**config.mk**
```make
export PLATFORM = sky130hd
export DESIGN_NAME = lf_addsub_pipe
export DESIGN_NICKNAME = d
export VERILOG_FILES = /design/src/rtl/lf_pkg.sv /design/src/rtl/lf_prefix_level.sv /design/src/rtl/lf_addsub_pipe.sv
export SDC_FILE = /design/constraint.sdc
export NUM_CORES = 1
export LEC_CHECK = 0
export ABC_AREA = 1
export BUFFER_PORTS_ARGS = -buffer_cell sky130_fd_sc_hd__buf_4
export CAP_MARGIN = 20
export CORE_MARGIN = 2
export CORE_UTILIZATION = 60
export DETAILED_ROUTE_END_ITERATION = 6
export PLACE_DENSITY = 0.8
export SLEW_MARGIN = 20
export SYNTH_ARGS = -nofsm -noshare
export SYNTH_HDL_FRONTEND = slang
export SYNTH_HIERARCHICAL = 1
export SYNTH_SLANG_ARGS = --single-unit
export TNS_END_PERCENT = 1
```
**constraint.sdc**
```tcl
create_clock -name clk -period 20.9 [get_ports clk]
set_input_delay 2.09 -clock clk [delete_from_list [all_inputs] [get_ports clk]]
set_output_delay 2.09 -clock clk [all_outputs]
set_load 0.005 [all_outputs]
```
**src/rtl/lf_pkg.sv**
```systemverilog
// Shared constants, op encoding and prefix-depth helper for the
// Ladner-Fischer add/sub pipeline.
package lf_pkg;

  localparam int DEFAULT_WIDTH = 64;

  typedef enum logic {
    OP_ADD = 1'b0,
    OP_SUB = 1'b1
  } op_e;

  // Number of prefix levels, log2(width); width is a power of two.
  function automatic int lf_levels(input int width);
    int n;
    n = 0;
    for (int i = 0; i < 31; i++) begin
      if ((1 << i) < width) n = i + 1;
    end
    return n;
  endfunction

endpackage

```
**src/rtl/lf_prefix_level.sv**
```systemverilog
// One combinational Ladner-Fischer level: the upper half of every 2^LEVEL
// block combines with the top bit of that block's lower half.
module lf_prefix_level
  import lf_pkg::*;
#(
  parameter int WIDTH = DEFAULT_WIDTH,
  parameter int LEVEL = 1
) (
  input  logic [WIDTH-1:0] g_i,
  input  logic [WIDTH-1:0] p_i,
  output logic [WIDTH-1:0] g_o,
  output logic [WIDTH-1:0] p_o
);

  localparam int HALF  = 1 << (LEVEL - 1);
  localparam int BLOCK = 2 * HALF;

  for (genvar i = 0; i < WIDTH; i++) begin : g_bit
    if ((i % BLOCK) >= HALF) begin : g_node
      localparam int J = (i / BLOCK) * BLOCK + HALF - 1;
      assign g_o[i] = g_i[i] | (g_i[J] & p_i[i]);
      assign p_o[i] = p_i[i] & p_i[J];
    end else begin : g_pass
      assign g_o[i] = g_i[i];
      assign p_o[i] = p_i[i];
    end
  end

endmodule

```
**src/rtl/lf_addsub_pipe.sv**
```systemverilog
// Pipelined add/subtract on a Ladner-Fischer carry network: input register,
// g/p register, mid-prefix register, result register; one global enable.
module lf_addsub_pipe
  import lf_pkg::*;
#(
  parameter int WIDTH = DEFAULT_WIDTH
) (
  input  logic             clk,
  input  logic             rst_n,
  input  logic             in_valid,
  output logic             in_ready,
  input  logic [WIDTH-1:0] in_a,
  input  logic [WIDTH-1:0] in_b,
  input  logic             in_sub,
  input  logic             in_cin,
  output logic             out_valid,
  input  logic             out_ready,
  output logic [WIDTH-1:0] out_sum,
  output logic             out_cout,
  output logic             out_ovf,
  output logic             out_zero
);

  localparam int L = lf_levels(WIDTH);
  localparam int H = L / 2;

  logic             adv;
  op_e              op;
  logic [2:0]       vld_pipe_q;
  logic             out_valid_q;

  logic [WIDTH-1:0] a_q, b_q;
  logic             cin_q;
  logic [WIDTH-1:0] g1_q, p1_q;
  logic             c1_q;
  logic [WIDTH-1:0] gm_q, pm_q, pbit_q;
  logic             cm_q;

  logic [WIDTH-1:0] gl [0:L];
  logic [WIDTH-1:0] pl [0:L];

  logic [WIDTH:0]   carry_d;
  logic [WIDTH-1:0] sum_d, sum_q;
  logic             cout_d, ovf_d, zero_d;
  logic             cout_q, ovf_q, zero_q;

  assign adv      = !out_valid_q || out_ready;
  assign in_ready = adv;
  assign op       = op_e'(in_sub);

  // Valid bits and result flags: the only state that needs a reset value.
  always_ff @(posedge clk) begin
    if (!rst_n) begin
      vld_pipe_q  <= '0;
      out_valid_q <= 1'b0;
      sum_q       <= '0;
      cout_q      <= 1'b0;
      ovf_q       <= 1'b0;
      zero_q      <= 1'b0;
    end else if (adv) begin
      vld_pipe_q  <= {vld_pipe_q[1:0], in_valid};
      out_valid_q <= vld_pipe_q[2];
      sum_q       <= sum_d;
      cout_q      <= cout_d;
      ovf_q       <= ovf_d;
      zero_q      <= zero_d;
    end
  end

  // Datapath registers; bubble contents are don't-care.
  always_ff @(posedge clk) begin
    if (adv) begin
      if (in_valid) begin
        a_q   <= in_a;
        b_q   <= (op == OP_SUB) ? ~in_b : in_b;
        cin_q <= (op == OP_SUB) | in_cin;
      end
      g1_q   <= a_q & b_q;
      p1_q   <= a_q ^ b_q;
      c1_q   <= cin_q;
      gm_q   <= gl[H];
      pm_q   <= pl[H];
      pbit_q <= p1_q;
      cm_q   <= c1_q;
    end
  end

  assign gl[0] = g1_q;
  assign pl[0] = p1_q;

  // Levels 1..H run before the mid register, H+1..L after it.
  for (genvar k = 1; k <= L; k++) begin : g_lvl
    logic [WIDTH-1:0] gin, pin;
    if (k == H + 1) begin : g_from_reg
      assign gin = gm_q;
      assign pin = pm_q;
    end else begin : g_from_prev
      assign gin = gl[k-1];
      assign pin = pl[k-1];
    end
    lf_prefix_level #(
      .WIDTH (WIDTH),
      .LEVEL (k)
    ) u_lvl (
      .g_i (gin),
      .p_i (pin),
      .g_o (gl[k]),
      .p_o (pl[k])
    );
  end

  always_comb begin
    carry_d = {gl[L] | (pl[L] & {WIDTH{cm_q}}), cm_q};
    sum_d   = pbit_q ^ carry_d[WIDTH-1:0];
    cout_d  = carry_d[WIDTH];
    ovf_d   = carry_d[WIDTH] ^ carry_d[WIDTH-1];
    zero_d  = (sum_d == '0);
  end

  assign out_valid = out_valid_q;
  assign out_sum   = sum_q;
  assign out_cout  = cout_q;
  assign out_ovf   = ovf_q;
  assign out_zero  = zero_q;

endmodule

```
## After elaboration in Yosys (flattened, before gate mapping)

Cells that the tools add are included.

| operators by class | value |
|---|---|
| bitwise logic cells | 584 |
| reductions and logical operators | 4 |
| muxes and demuxes | 1 |

Operator list:

| kind | count |
|---|---|
| bitwise AND 1 bit | 384 |
| bitwise OR 1 bit | 193 |
| bitwise AND 64 bit | 2 |
| XOR 64 bit | 2 |
| logical NOT 64 bit | 1 |
| 2-to-1 mux 64 bit | 1 |
| NOT 64 bit | 1 |
| bitwise OR 64 bit | 1 |
| AND reduction 2 bit | 1 |
| logical NOT 1 bit | 1 |
| logical OR 1 bit | 1 |
| XOR 1 bit | 1 |

| storage, ports and cells | value |
|---|---|
| input bits | 134 |
| output and inout port bits | 69 |
| flip-flop bits (word level) | 522 |
| logic and storage cells | 605 |

## Depth between registers and ports, before layout

| depth | value |
|---|---|
| depth after elaboration | 9 |
| mapped depth | 20 |
| depth with buffers taken out | 17 |

## By module

The synthesis kept the hierarchy.

By module, submodules not included:

| module | times used | area an instance (µm²) | sequential area each (µm²) | cells an instance |
|---|---|---|---|---|
| lf_addsub_pipe | 1 | 19636.3 | 14964.4 | 1409 |
| lf_prefix_level (g_lvl[1].u_lvl ...) | 3 | 1081.0 | 0.0 | 224 |
| lf_prefix_level (g_lvl[5].u_lvl) | 1 | 1229.9 | 0.0 | 232 |
| lf_prefix_level (g_lvl[6].u_lvl) | 1 | 1148.6 | 0.0 | 230 |
| lf_prefix_level (g_lvl[4].u_lvl) | 1 | 1121.1 | 0.0 | 232 |

## Least setup slack after synthesis

Ideal clock, no wire load.

| timing | value |
|---|---|
| path type | input to register |
| start | in out_ready |
| end | reg a_q[0], enable pin |
| stages | 5 |
| path buffers | 1 |
| data arrival time | 14.709 ns |
| required time | 20.429 ns |
| library setup time | 0.471 ns |
| setup slack | 5.720 ns |
| path through | inv_1 -> nand2_1 -> clkbuf_1 -> nand2_1 -> inv_1 |

| on the way | value |
|---|---|
| word-level cells in the longest chain between the ends | 2 |

RTL lines:

| element | RTL line | text |
|---|---|---|
| start: declaration | lf_addsub_pipe.sv:17 | `input logic out_ready,` |
| logical OR 1 bit | lf_addsub_pipe.sv:47 | `assign adv = !out_valid_q \|\| out_ready;` |
| net in_ready | lf_addsub_pipe.sv:11 | `output logic in_ready,` |
| AND reduction 2 bit (no source line) | - |  |
| end signal: assignment | lf_addsub_pipe.sv:74 | `a_q <= in_a;` |
| end: declaration | lf_addsub_pipe.sv:32 | `logic [WIDTH-1:0] a_q, b_q;` |

The timed path passes the listed nets, and every way through them passes these cells.
A chain may end at the register's enable or synchronous reset.

## Final worst setup path

| timing | value |
|---|---|
| start | in out_ready |
| end | out in_ready |

| on the way | value |
|---|---|
| word-level cells in the longest chain between the ends | 1 |

RTL lines:

| element | RTL line |
|---|---|
| logical OR 1 bit | lf_addsub_pipe.sv:47 |
| end: declaration | lf_addsub_pipe.sv:11 |

No other way between the ends.

==> metrics.yaml <==
setup_path:
  cp_cell_sequence: "buf_4 -> inv_1 -> nand2_4 -> buf_4"
  max_stage_delay_ns: 0.37
  r2r_cells: 6
  setup.reg_to_reg.worst_slack_ns: 17.68
  r2r-end: "out_sum[22]"
  critPathLaunchType: "input pin"
  crit_required_ns: 18.81
  worstPathMaxFanout: 56
  cp_num_cells: 4
  endpoint_kind: "primary output"
  cp_top_family: "buffers and inverters"
  cpMaxStageDelayCell: "nand2_4"
  worst-path-buf-inv: 3
  critical_path_class: "in -> out"
  timing.critical_path.mode_cell: "buf_4"
  critPathArrivalTime_ns: 2.95
  r2r-start: "out_valid"
detailed_routing:
  via_count: 15500
  wl_microns: 45600
  dr.first_iter.drc_count: 1064
  first_pass_iters: 5
  drc: 0
  routedWlPerCell_microns: 14.1
  via_per_inst: 4.79
  drtAntennaViolNets: 0
cts:
  h-tree-depth: 2
  ctsLongestPathBuffers: 3
  cts_sinks: 522
  ctsHoldBuffers: 0
  cts.clk_slew.worst_paths_ns: 0.06
  clk_latency_ns: 0.61
  cts-root-buf: "clkbuf_16"
  cts_resized: 0
  numCtsBuffers: 54
  cts_tree: "yes"
  postCtsSetupBuffers: 0
placement:
  port_buffers: 202
  place_congestion: 0.816
  post-dp-hpwl_microns: 30100
  dpl.cell_count: 3131
sta:
  report.final.slew_viol_count: 0
  finalCritPeriodShare_pct: 24.1
  period_minus_slack_ns: 5.04
  max-slew-margin-rel_pct: 33.0
  finClkSkew_ns: 0.0258
  setup_viol: 0
  rsz0062_at_grt: "false"
  tightest_slew_ns: 1.00
  finalSetupTns_ns: 0
  fmax_mhz: 198
  holdWs_ns: 0.422
  final_hold_viol_count: 0
power:
  ir_drop_mv: 0.0807
  p_per_area_nw_per_um2: 96.9
  total_leakage_power_nw: 14.5
yosys:
  synth.top_cell.area_share_pct: 51.3
  synth-edff-count: 451
  synthesis.area_sq_um: 26400
  ys_warn_count: 6
  yosysTopAreaCell: "edfxtp_1"
  yosys_register_bits: 522
  synth_nets: 2973
  synth_cells: 2775
  synth_area_leaders: "edfxtp_1 (51%), nand2_1 (12%), buf_4 (11%), inv_1 (8.2%), dfxtp_1 (5.4%)"
  synth_area_per_cell_sq_um: 9.51
  ys_types: 23
  ys_seq_area_share_pct: 56.7
  ys.flop_type: "edfxtp_1"
  ys_async_sr_fraction_pct: 0
run_status:
  status: "complete, no violations"
layout:
  final_util_pct: 63.2
  layout-drive-gt1-share_pct: 12.1
  fill_cells: 3258
  layout.cells.non_filler: 3233
  finalNetCount: 2801
  syn2layout_area_growth_pct: 3.68
  n_antenna_cell: 0
global_route:
  grt_start_max_net_pins: 93
  grt_pass1_vias: 15300
  gr-total-overflow: 0
  grt_use_total_pct: 20.2
  grt_first_pass_wirelength_microns: 72500
  antenna_found_initial: 0
floorplan:
  initial_core_util_pct: 61.0
  core_sq_um: 43300
  die_y_microns: 214
  fp-row-count: 76
  die_area_sq_um: 45700
  die_w_microns: 214
  ios: 203
min_path:
  min-delay-start: "cin_q"
  min_path_type: "reg -> reg"
  hold_end: "c1_q"
  hold_path_depth: 0
flow_run:
  maxCapViolCount: 0
-- flip-flops by register name, summed over array words and instances, names as in the netlist, 3 cells and up --
name / count
a_q: 64
g_lvl.pin: 128
vld_pipe_q: 3
pbit_q: 64
out_sum: 64
g1_q: 64
b_q: 64
g_lvl.gin: 64
-- metal layers --
layer  GRT usage, %  vias to the layer above  share of wire, %
met4           7.35                        0               2.6
met1           24.4                     7238                41
met3           3.68                       91               5.7
li1               -                     7754                 -
met2           36.3                      419                51
met5              0                        -                 0
-- cell type report --
type	instances	area [sq um]	share of cell area (%)
clock buffers	72	1500	5.48
clock inverters	29	364	1.33
inverters	581	2180	7.98
multi-input cells	1231	5980	21.9
flip-flops and latches	522	15000	54.7
well taps	585	732	2.68
repair buffers	213	1620	5.93
-- metrics by stage --
step                      setup slack, ns  power (mW)  cell area [sq um]
after CTS                           15.83        2.67              27300
final                               15.86        2.65              27400
after global routing                15.74        2.78              27400
after floorplan                      5.72        1.67              26400
after detailed placement            15.79        1.68              25500
after global placement              15.83        1.66              25500
-- cell families after synthesis --
kind of cell	after synthesis	share of synthesized area, %
AOI/OAI and AO/OA	138	3.24
DFF	522	56.7
and+or+nand+nor	964	14.2
buffers and inverters	1022	20.6
xor gates and xnor gates	65	2.16
adders and majority gates	64	3.04
-- how the worst max path moves through the flow --
stage / from / to
floorplan: out_ready / a_q[0]
global placement: out_ready / in_ready
detailed placement: out_ready / out_sum[22]
CTS: out_ready / in_ready
global route: out_ready / in_ready
finish: out_ready / in_ready
-- layout by cell type, fill, tap and decap left out, types with 2 or more instances in the layout --
| cell | netlist | layout |
|---|---|---|
| nand2_2 | 20 | 20 |
| o21bai_1 | 64 | 64 |
| clkinv_2 | 0 | 7 |
| clkbuf_16 | 0 | 54 |
| xor2_1 | 64 | 64 |
| dfxtp_1 | 71 | 71 |
| edfxtp_1 | 451 | 451 |
| nor2_1 | 44 | 44 |
| clkbuf_1 | 21 | 10 |
| bufinv_16 | 0 | 7 |
| clkbuf_8 | 0 | 8 |
| buf_4 | 387 | 211 |
| inv_2 | 1 | 2 |
| clkinvlp_4 | 0 | 3 |
| o21ai_0 | 67 | 67 |
| clkinv_8 | 0 | 2 |
| nand3_1 | 64 | 64 |
| ha_1 | 64 | 64 |
| a21oi_1 | 6 | 6 |
| nand2_1 | 835 | 834 |
| clkinv_1 | 1 | 9 |
| inv_1 | 579 | 578 |
-- synth_stat cells (6+ instances only) --
cell type,count
nand2_1,835
inv_1,579
edfxtp_1,451
buf_4,387
dfxtp_1,71
o21ai_0,67
ha_1,64
nand3_1,64
o21bai_1,64
xor2_1,64
nor2_1,44
clkbuf_1,21
nand2_2,20
buf_2,16
buf_6,15
a21oi_1,6
-- power breakdown --
part | leakage, nW | switching, mW | internal, mW
clock | 0.901 | 0.396 | 0.591
sequential | 5.41 | 0.0717 | 1.27
combinational | 8.14 | 0.187 | 0.131
total | 14.5 | 0.655 | 1.99
Power figures use the tool's default switching activity.
